**src/rtl/delay_probe_pkg.sv**
```systemverilog
// Shared definitions for the delay_probe round-trip latency block:
// FSM state encoding and default probe/counter constants.
package delay_probe_pkg;

   typedef enum logic [2:0] {
      IDLE   = 3'd0,
      FLUSH  = 3'd1,
      SEND   = 3'd2,
      WAIT   = 3'd3,
      RESULT = 3'd4
   } state_t;

   localparam int         DEF_CNT_W    = 8;
   localparam logic [7:0] DEF_MARKER   = 8'hA5;
   localparam logic [7:0] DEF_IDLE_VAL = 8'h00;

endpackage

```
**src/rtl/delay_probe_if.sv**
```systemverilog
// Bundle of the delay_probe control, probe and result signals.
// Optional min/max statistics signals exist only when DELAY_PROBE_MINMAX_EN
// is defined.
interface delay_probe_if #(
   parameter int WIDTH = 8,
   parameter int CNT_W = 8
);

   logic             start;
   logic [WIDTH-1:0] echo_in;
   logic [WIDTH-1:0] probe_out;
   logic             busy;
   logic             done;
   logic             timeout;
   logic [CNT_W-1:0] delay_count;

`ifdef DELAY_PROBE_MINMAX_EN
   logic [CNT_W-1:0] min_delay;
   logic [CNT_W-1:0] max_delay;

   modport master (
      output start, output echo_in,
      input  probe_out, input busy, input done, input timeout, input delay_count,
      input  min_delay, input max_delay
   );

   modport slave (
      input  start, input echo_in,
      output probe_out, output busy, output done, output timeout, output delay_count,
      output min_delay, output max_delay
   );
`else
   modport master (
      output start, output echo_in,
      input  probe_out, input busy, input done, input timeout, input delay_count
   );

   modport slave (
      input  start, input echo_in,
      output probe_out, output busy, output done, output timeout, output delay_count
   );
`endif

endinterface

```
**src/rtl/delay_probe_counter.sv**
```systemverilog
// Loadable up-counter with a terminal-count flag. Used by delay_probe both
// for the flush interval and for counting cycles until the echo returns.
module delay_probe_counter #(
   parameter int CNT_W    = 8,
   parameter int TERMINAL = 127
) (
   input  logic             clock,
   input  logic             reset,
   input  logic             load,
   input  logic [CNT_W-1:0] load_val,
   input  logic             inc,
   output logic [CNT_W-1:0] count,
   output logic             at_term
);

   // Load takes priority over increment so a fresh interval always starts clean
   always_ff @(posedge clock or posedge reset) begin
      if (reset) begin
         count <= '0;
      end else if (load) begin
         count <= load_val;
      end else if (inc) begin
         count <= count + CNT_W'(1);
      end
   end

   assign at_term = (count == CNT_W'(TERMINAL));

endmodule

```
**src/rtl/delay_probe.sv**
```systemverilog
// delay_probe: launches one marker word into a delay line under test and
// reports how many clock cycles pass before it comes back on echo_in.
// Sequence: IDLE -> FLUSH (MAX_DELAY+1 cycles of idle words so no stale
// marker is left in the line) -> SEND (one marker word) -> WAIT -> RESULT.
// Optional feature macro: DELAY_PROBE_MINMAX_EN adds running min/max
// statistics over all non-timeout results.
module delay_probe
   import delay_probe_pkg::*;
#(
   parameter int               WIDTH     = 8,
   parameter int               MAX_DELAY = 127,
   parameter int               CNT_W     = DEF_CNT_W,
   parameter logic [WIDTH-1:0] MARKER    = WIDTH'(DEF_MARKER),
   parameter logic [WIDTH-1:0] IDLE_VAL  = WIDTH'(DEF_IDLE_VAL)
) (
   input logic          clock,
   input logic          reset,
   delay_probe_if.slave bus
);

   state_t           state;
   logic [WIDTH-1:0] probe_q;
   logic             busy_q;
   logic             done_q;
   logic             timeout_q;
   logic [CNT_W-1:0] delay_q;

   logic             echo_hit;
   logic             flush_load;
   logic             flush_inc;
   logic             flush_term;
   logic [CNT_W-1:0] flush_cnt_unused;
   logic             cyc_load;
   logic             cyc_inc;
   logic             cyc_term;
   logic [CNT_W-1:0] cyc_cnt;

   assign echo_hit = (bus.echo_in == MARKER);

   // The flush interval restarts on every accepted start and stops at its terminal value
   assign flush_load = (state == IDLE) && bus.start;
   assign flush_inc  = (state == FLUSH) && !flush_term;

   // The cycle counter is 0 during SEND and only advances while nothing has matched and
   // the limit is not reached, so it can never exceed MAX_DELAY
   assign cyc_load = (state == FLUSH) && flush_term;
   assign cyc_inc  = ((state == SEND) && !echo_hit) ||
                     ((state == WAIT) && !echo_hit && !cyc_term);

   delay_probe_counter #(
      .CNT_W    (CNT_W),
      .TERMINAL (MAX_DELAY)
   ) flush_counter (
      .clock    (clock),
      .reset    (reset),
      .load     (flush_load),
      .load_val ('0),
      .inc      (flush_inc),
      .count    (flush_cnt_unused),
      .at_term  (flush_term)
   );

   delay_probe_counter #(
      .CNT_W    (CNT_W),
      .TERMINAL (MAX_DELAY)
   ) cycle_counter (
      .clock    (clock),
      .reset    (reset),
      .load     (cyc_load),
      .load_val ('0),
      .inc      (cyc_inc),
      .count    (cyc_cnt),
      .at_term  (cyc_term)
   );

   // Measurement sequencer; every output is registered alongside the state
   always_ff @(posedge clock or posedge reset) begin
      if (reset) begin
         state     <= IDLE;
         probe_q   <= IDLE_VAL;
         busy_q    <= 1'b0;
         done_q    <= 1'b0;
         timeout_q <= 1'b0;
         delay_q   <= '0;
      end else begin
         case (state)
            IDLE: begin
               probe_q <= IDLE_VAL;
               done_q  <= 1'b0;
               if (bus.start) begin
                  state     <= FLUSH;
                  busy_q    <= 1'b1;
                  timeout_q <= 1'b0;
                  delay_q   <= '0;
               end
            end
            FLUSH: begin
               if (flush_term) begin
                  state   <= SEND;
                  probe_q <= MARKER;
               end
            end
            SEND: begin
               probe_q <= IDLE_VAL;
               if (echo_hit) begin
                  delay_q <= '0;
                  state   <= RESULT;
                  done_q  <= 1'b1;
                  busy_q  <= 1'b0;
               end else begin
                  state <= WAIT;
               end
            end
            WAIT: begin
               probe_q <= IDLE_VAL;
               if (echo_hit) begin
                  delay_q <= cyc_cnt;
                  state   <= RESULT;
                  done_q  <= 1'b1;
                  busy_q  <= 1'b0;
               end else if (cyc_term) begin
                  timeout_q <= 1'b1;
                  delay_q   <= '1;
                  state     <= RESULT;
                  done_q    <= 1'b1;
                  busy_q    <= 1'b0;
               end
            end
            RESULT: begin
               done_q <= 1'b0;
               state  <= IDLE;
            end
            default: begin
               state   <= IDLE;
               probe_q <= IDLE_VAL;
               busy_q  <= 1'b0;
               done_q  <= 1'b0;
            end
         endcase
      end
   end

   assign bus.probe_out   = probe_q;
   assign bus.busy        = busy_q;
   assign bus.done        = done_q;
   assign bus.timeout     = timeout_q;
   assign bus.delay_count = delay_q;

`ifdef DELAY_PROBE_MINMAX_EN
   logic [CNT_W-1:0] min_q;
   logic [CNT_W-1:0] max_q;

   // Running statistics fold in each valid result while its done pulse is up
   always_ff @(posedge clock or posedge reset) begin
      if (reset) begin
         min_q <= '1;
         max_q <= '0;
      end else if ((state == RESULT) && !timeout_q) begin
         if (delay_q < min_q) begin
            min_q <= delay_q;
         end
         if (delay_q > max_q) begin
            max_q <= delay_q;
         end
      end
   end

   assign bus.min_delay = min_q;
   assign bus.max_delay = max_q;
`endif

endmodule

```
**src/flat_wrapper.sv**
```systemverilog
// flat-port wrapper written by rule: the top's interface ports become plain ports
module delay_probe_flat import delay_probe_pkg::*;
#(
   parameter int               WIDTH     = 8,
   parameter int               MAX_DELAY = 127,
   parameter int               CNT_W     = DEF_CNT_W,
   parameter logic [WIDTH-1:0] MARKER    = WIDTH'(DEF_MARKER),
   parameter logic [WIDTH-1:0] IDLE_VAL  = WIDTH'(DEF_IDLE_VAL)
)
  (clock, reset, bus_start, bus_echo_in, bus_probe_out, bus_busy, bus_done, bus_timeout, bus_delay_count);
  delay_probe_if #(.WIDTH(WIDTH), .CNT_W(CNT_W)) bus_i ();
  input logic clock;
  input logic reset;
  input wire logic [$bits(bus_i.start)-1:0] bus_start;
  input wire logic [$bits(bus_i.echo_in)-1:0] bus_echo_in;
  output wire logic [$bits(bus_i.probe_out)-1:0] bus_probe_out;
  output wire logic [$bits(bus_i.busy)-1:0] bus_busy;
  output wire logic [$bits(bus_i.done)-1:0] bus_done;
  output wire logic [$bits(bus_i.timeout)-1:0] bus_timeout;
  output wire logic [$bits(bus_i.delay_count)-1:0] bus_delay_count;
  assign bus_i.start = bus_start;
  assign bus_i.echo_in = bus_echo_in;
  assign bus_probe_out = bus_i.probe_out;
  assign bus_busy = bus_i.busy;
  assign bus_done = bus_i.done;
  assign bus_timeout = bus_i.timeout;
  assign bus_delay_count = bus_i.delay_count;
  delay_probe #(.WIDTH(WIDTH), .MAX_DELAY(MAX_DELAY), .CNT_W(CNT_W), .MARKER(MARKER), .IDLE_VAL(IDLE_VAL)) u_core (.clock(clock), .reset(reset), .bus(bus_i));
endmodule
```
**config.mk**
```make
export PLATFORM = sky130hd
export DESIGN_NAME = delay_probe_flat
export DESIGN_NICKNAME = d
export VERILOG_FILES = /design/src/rtl/delay_probe_pkg.sv /design/src/rtl/delay_probe_if.sv /design/src/rtl/delay_probe_counter.sv /design/src/rtl/delay_probe.sv /design/src/flat_wrapper.sv
export SDC_FILE = /design/constraint.sdc
export NUM_CORES = 1
export LEC_CHECK = 0
export BUFFER_PORTS_ARGS = -buffer_cell sky130_fd_sc_hd__buf_2
export CORE_MARGIN = 4
export CORE_UTILIZATION = 55
export DETAILED_ROUTE_END_ITERATION = 8
export PLACE_DENSITY = 0.78
export SKIP_CTS_REPAIR_TIMING = 1
export SYNTH_ARGS = -nofsm -noshare
export SYNTH_HDL_FRONTEND = slang
export SYNTH_HIERARCHICAL = 1
export SYNTH_SLANG_ARGS = --single-unit
```
**constraint.sdc**
```tcl
create_clock -name clock -period 6.04 [get_ports clock]
set_input_delay 0.302 -clock clock [delete_from_list [all_inputs] [get_ports clock]]
set_output_delay 0.302 -clock clock [all_outputs]
set_load 0.02 [all_outputs]
```
==> metrics.yaml <==
drv_cap: 0
drive_gt1_share_pct: 17.0
synth_area_sq_um: 1740
drt_iter0_drc: 79
layout_worst_path_cycle_share_pct: 42.2
avgSynthCellArea_sq_um: 9.34
rows: 20
drt_wl_total_um: 3210
regToRegStartpoint: "u_core/flush_counter/count[0]"
cts.sinks: 31
placed_area_sq_um: 1870
grt_overflow: 0
firstDrtPassIters: 6
worstPathArrival_ps: 2830
finalHoldViolCount: 0
drc_errors: 0
wl_per_cell_um: 12.0
worst_setup_path_end_kind: "register"
nFillCells: 256
ant_nets: 0
path_cells: "ha_1, nand2_1, nor3_1, nor4_1, nand4_2, or4_1, nand3_1"
cts_buffer_depth: 2
final_common_cell: "dfrtp_1"
rsz0062_at_grt: "false"
clockPowerShare_pct: 16.9
cts_root_buf: "clkbuf_4"
setup_violations: 0
nNetsFinal: 235
tightest_slew_ps: 1040
via_per_inst: 5.11
hp-start: "bus_start"
synth_cells: 186
hold_path_class: "in -> reg"
io_pins: 30
worstPathRequired_ps: 6320
design_area_sq_um: 1930
slowest_delay_ps: 800
max_slew_margin_pct: 30.2
coreArea_sq_um: 3030
cts_tree: "done"
power_switching_mw: 0.263
power.density_nw_per_um2: 349
finalMaxSlewViolations: 0
dp_hpwl_um: 2380
outcome: "finished, final reports clean"
yosysSeqAreaShare_pct: 44.6
grt_pass1_vias: 1273
antenna_cells: 0
design.die.area_sq_um: 4120
crit_buf_inv: 0
clk_latency_ps: 330
grtUsageTotal_pct: 17.8
cp-startpoint: "u_core/flush_counter/count[0]"
cp-start-kind: "register"
vdd_ir_drop_max_uv: 166
p_int_mw: 0.411
finalSetupTns_ps: 0
post-route-util_pct: 63.7
cp_top_family: "simple AND/OR/NAND/NOR gates"
start_util_pct: 57.4
switching_share_pct: 39.0
layout_common_cells: "dfrtp_1, buf_2, o21ai_0"
period_minus_slack_ps: 2550
seqPwrFrac_pct: 50.0
antenna_found_initial: 0
power_leakage_nw: 0.903
pwr-share-comb_pct: 33.1
final.setup_skew_ps: 10.8
crit_type: "reg -> reg"
num_vias: 1364
syn2layout_area_growth_pct: 10.9
cts_buffers: 5
ys_seq_elements: 31
yosys_warnings: 6
multi_input_area_sq_um: 867
cts.htree.levels: 2
die_w_um: 64.2
portBuffers: 25
synth.distinct_cells: 34
grt_pass1_wl_um: 5710
max_freq_ghz: 0.392
cp_slowest_cell: "nor4_1"
grt_start_max_net_pins: 22
seq_area_sq_um: 776
worstPathMaxFanout: 6
die_h_um: 64.2
clk_transition_reported_paths_ps: 90
place_congestion: 0.830
## worst register-to-register path, cell delays in order (launching register included)
cell     delay, ps
dfrtp_1        420
ha_1           250
nand2_1         80
nor3_1          70
nor4_1         800
nand4_2        270
or4_1          520
nand3_1         90
## per-stage QoR
stage	instances	setup WS, ps	hold WS [ps]	total power [mW]
CTS	266	3480	-73.5	0.677
floorplan	205	4000	118	0.517
detailed placement	258	3500	290	0.564
finish	267	3490	380	0.674
global placement	258	3500	288	0.552
global route	267	3250	367	0.730
## synth_stat cells (all sizes together)
master	number	area share, %
nand2	24	5.2
dfrtp	31	45
nand4	6	2.9
nor4	1	0.36
mux2i	10	5.8
xor2	6	3.0
or4	6	2.6
conb	1	0.22
or2	2	0.86
o21ai	28	8.1
nand4bb	2	1.3
nor2	7	1.7
a221o	1	0.58
nor3	2	0.58
nor2b	7	2.5
a311oi	1	1.5
nand3	10	2.9
ha	2	1.4
a31oi	2	0.72
inv	12	2.6
and3b	1	0.50
nand2b	1	0.36
and3	2	0.72
xnor2	2	1.0
buf	10	4.5
clkbuf	6	2.4
a21oi	3	1.1
## area by class of cell
class	instances	share of cell area (%)
well taps	44	2.86
inverters	12	2.34
multi-input cells	146	45.0
clock inverters	1	0.260
clock buffers	7	2.34
flip-flops and latches	31	40.2
repair buffers	26	7.01
## power groups by stage
stage               logic [mW]  registers [mW]  clock network (mW)
CTS                      0.224           0.336               0.117
floorplan                0.188           0.330                   0
detailed placement       0.223           0.340                   0
global placement         0.216           0.337                   0
global route             0.253           0.347               0.131
finish                   0.223           0.337               0.114
## routing by layer
layer	track usage (%)	part of all wire, %	up-vias
li1	-	-	692
met1	24.0	47	641
met2	26.5	47	25
met3	6.50	4.4	6
met4	5.54	1.4	0
met5	0	0	-
## path summary, 6_finish.rpt
check / endpoint / slack, ps / cells after the start
max in group asynchronous: u_core/bus.delay_count[4] / 5050 / 3
setup / recovery: u_core/flush_counter/count[5] / 3490 / 7
min in group asynchronous: u_core/flush_counter/count[0] / 470 / 3
hold / removal: u_core/state[0] / 380 / 4
setup reg to reg: u_core/flush_counter/count[5] / 3490 / 7
hold reg to reg: u_core/bus.delay_count[4] / 520 / 2
## flip-flops by register name, indices dropped and copies added (netlist names)
register	flops
u_core/bus.delay_count	8
u_core/cycle_counter/count	8
u_core/flush_counter/count	8
u_core/state	3
u_core/bus.busy	1
u_core/bus.done	1
u_core/bus.probe_out	1
u_core/bus.timeout	1
## kinds of logic (layout without fill, tap and decap cells)
kind of cell / after synthesis / after routing / share of synthesized area [%]
AO/OA/AOI/OAI: 35 / 35 / 12.0
XOR/XNOR: 8 / 8 / 4.03
adder cells (fa/ha/maj): 2 / 2 / 1.44
buffers and inverters: 28 / 46 / 9.57
flip-flops: 31 / 31 / 44.6
multiplexers: 10 / 10 / 5.76
other: 1 / 20 / 0.216
AND/OR/NAND/NOR: 71 / 71 / 22.4
Note: power is estimated with default switching activity, not from simulation.
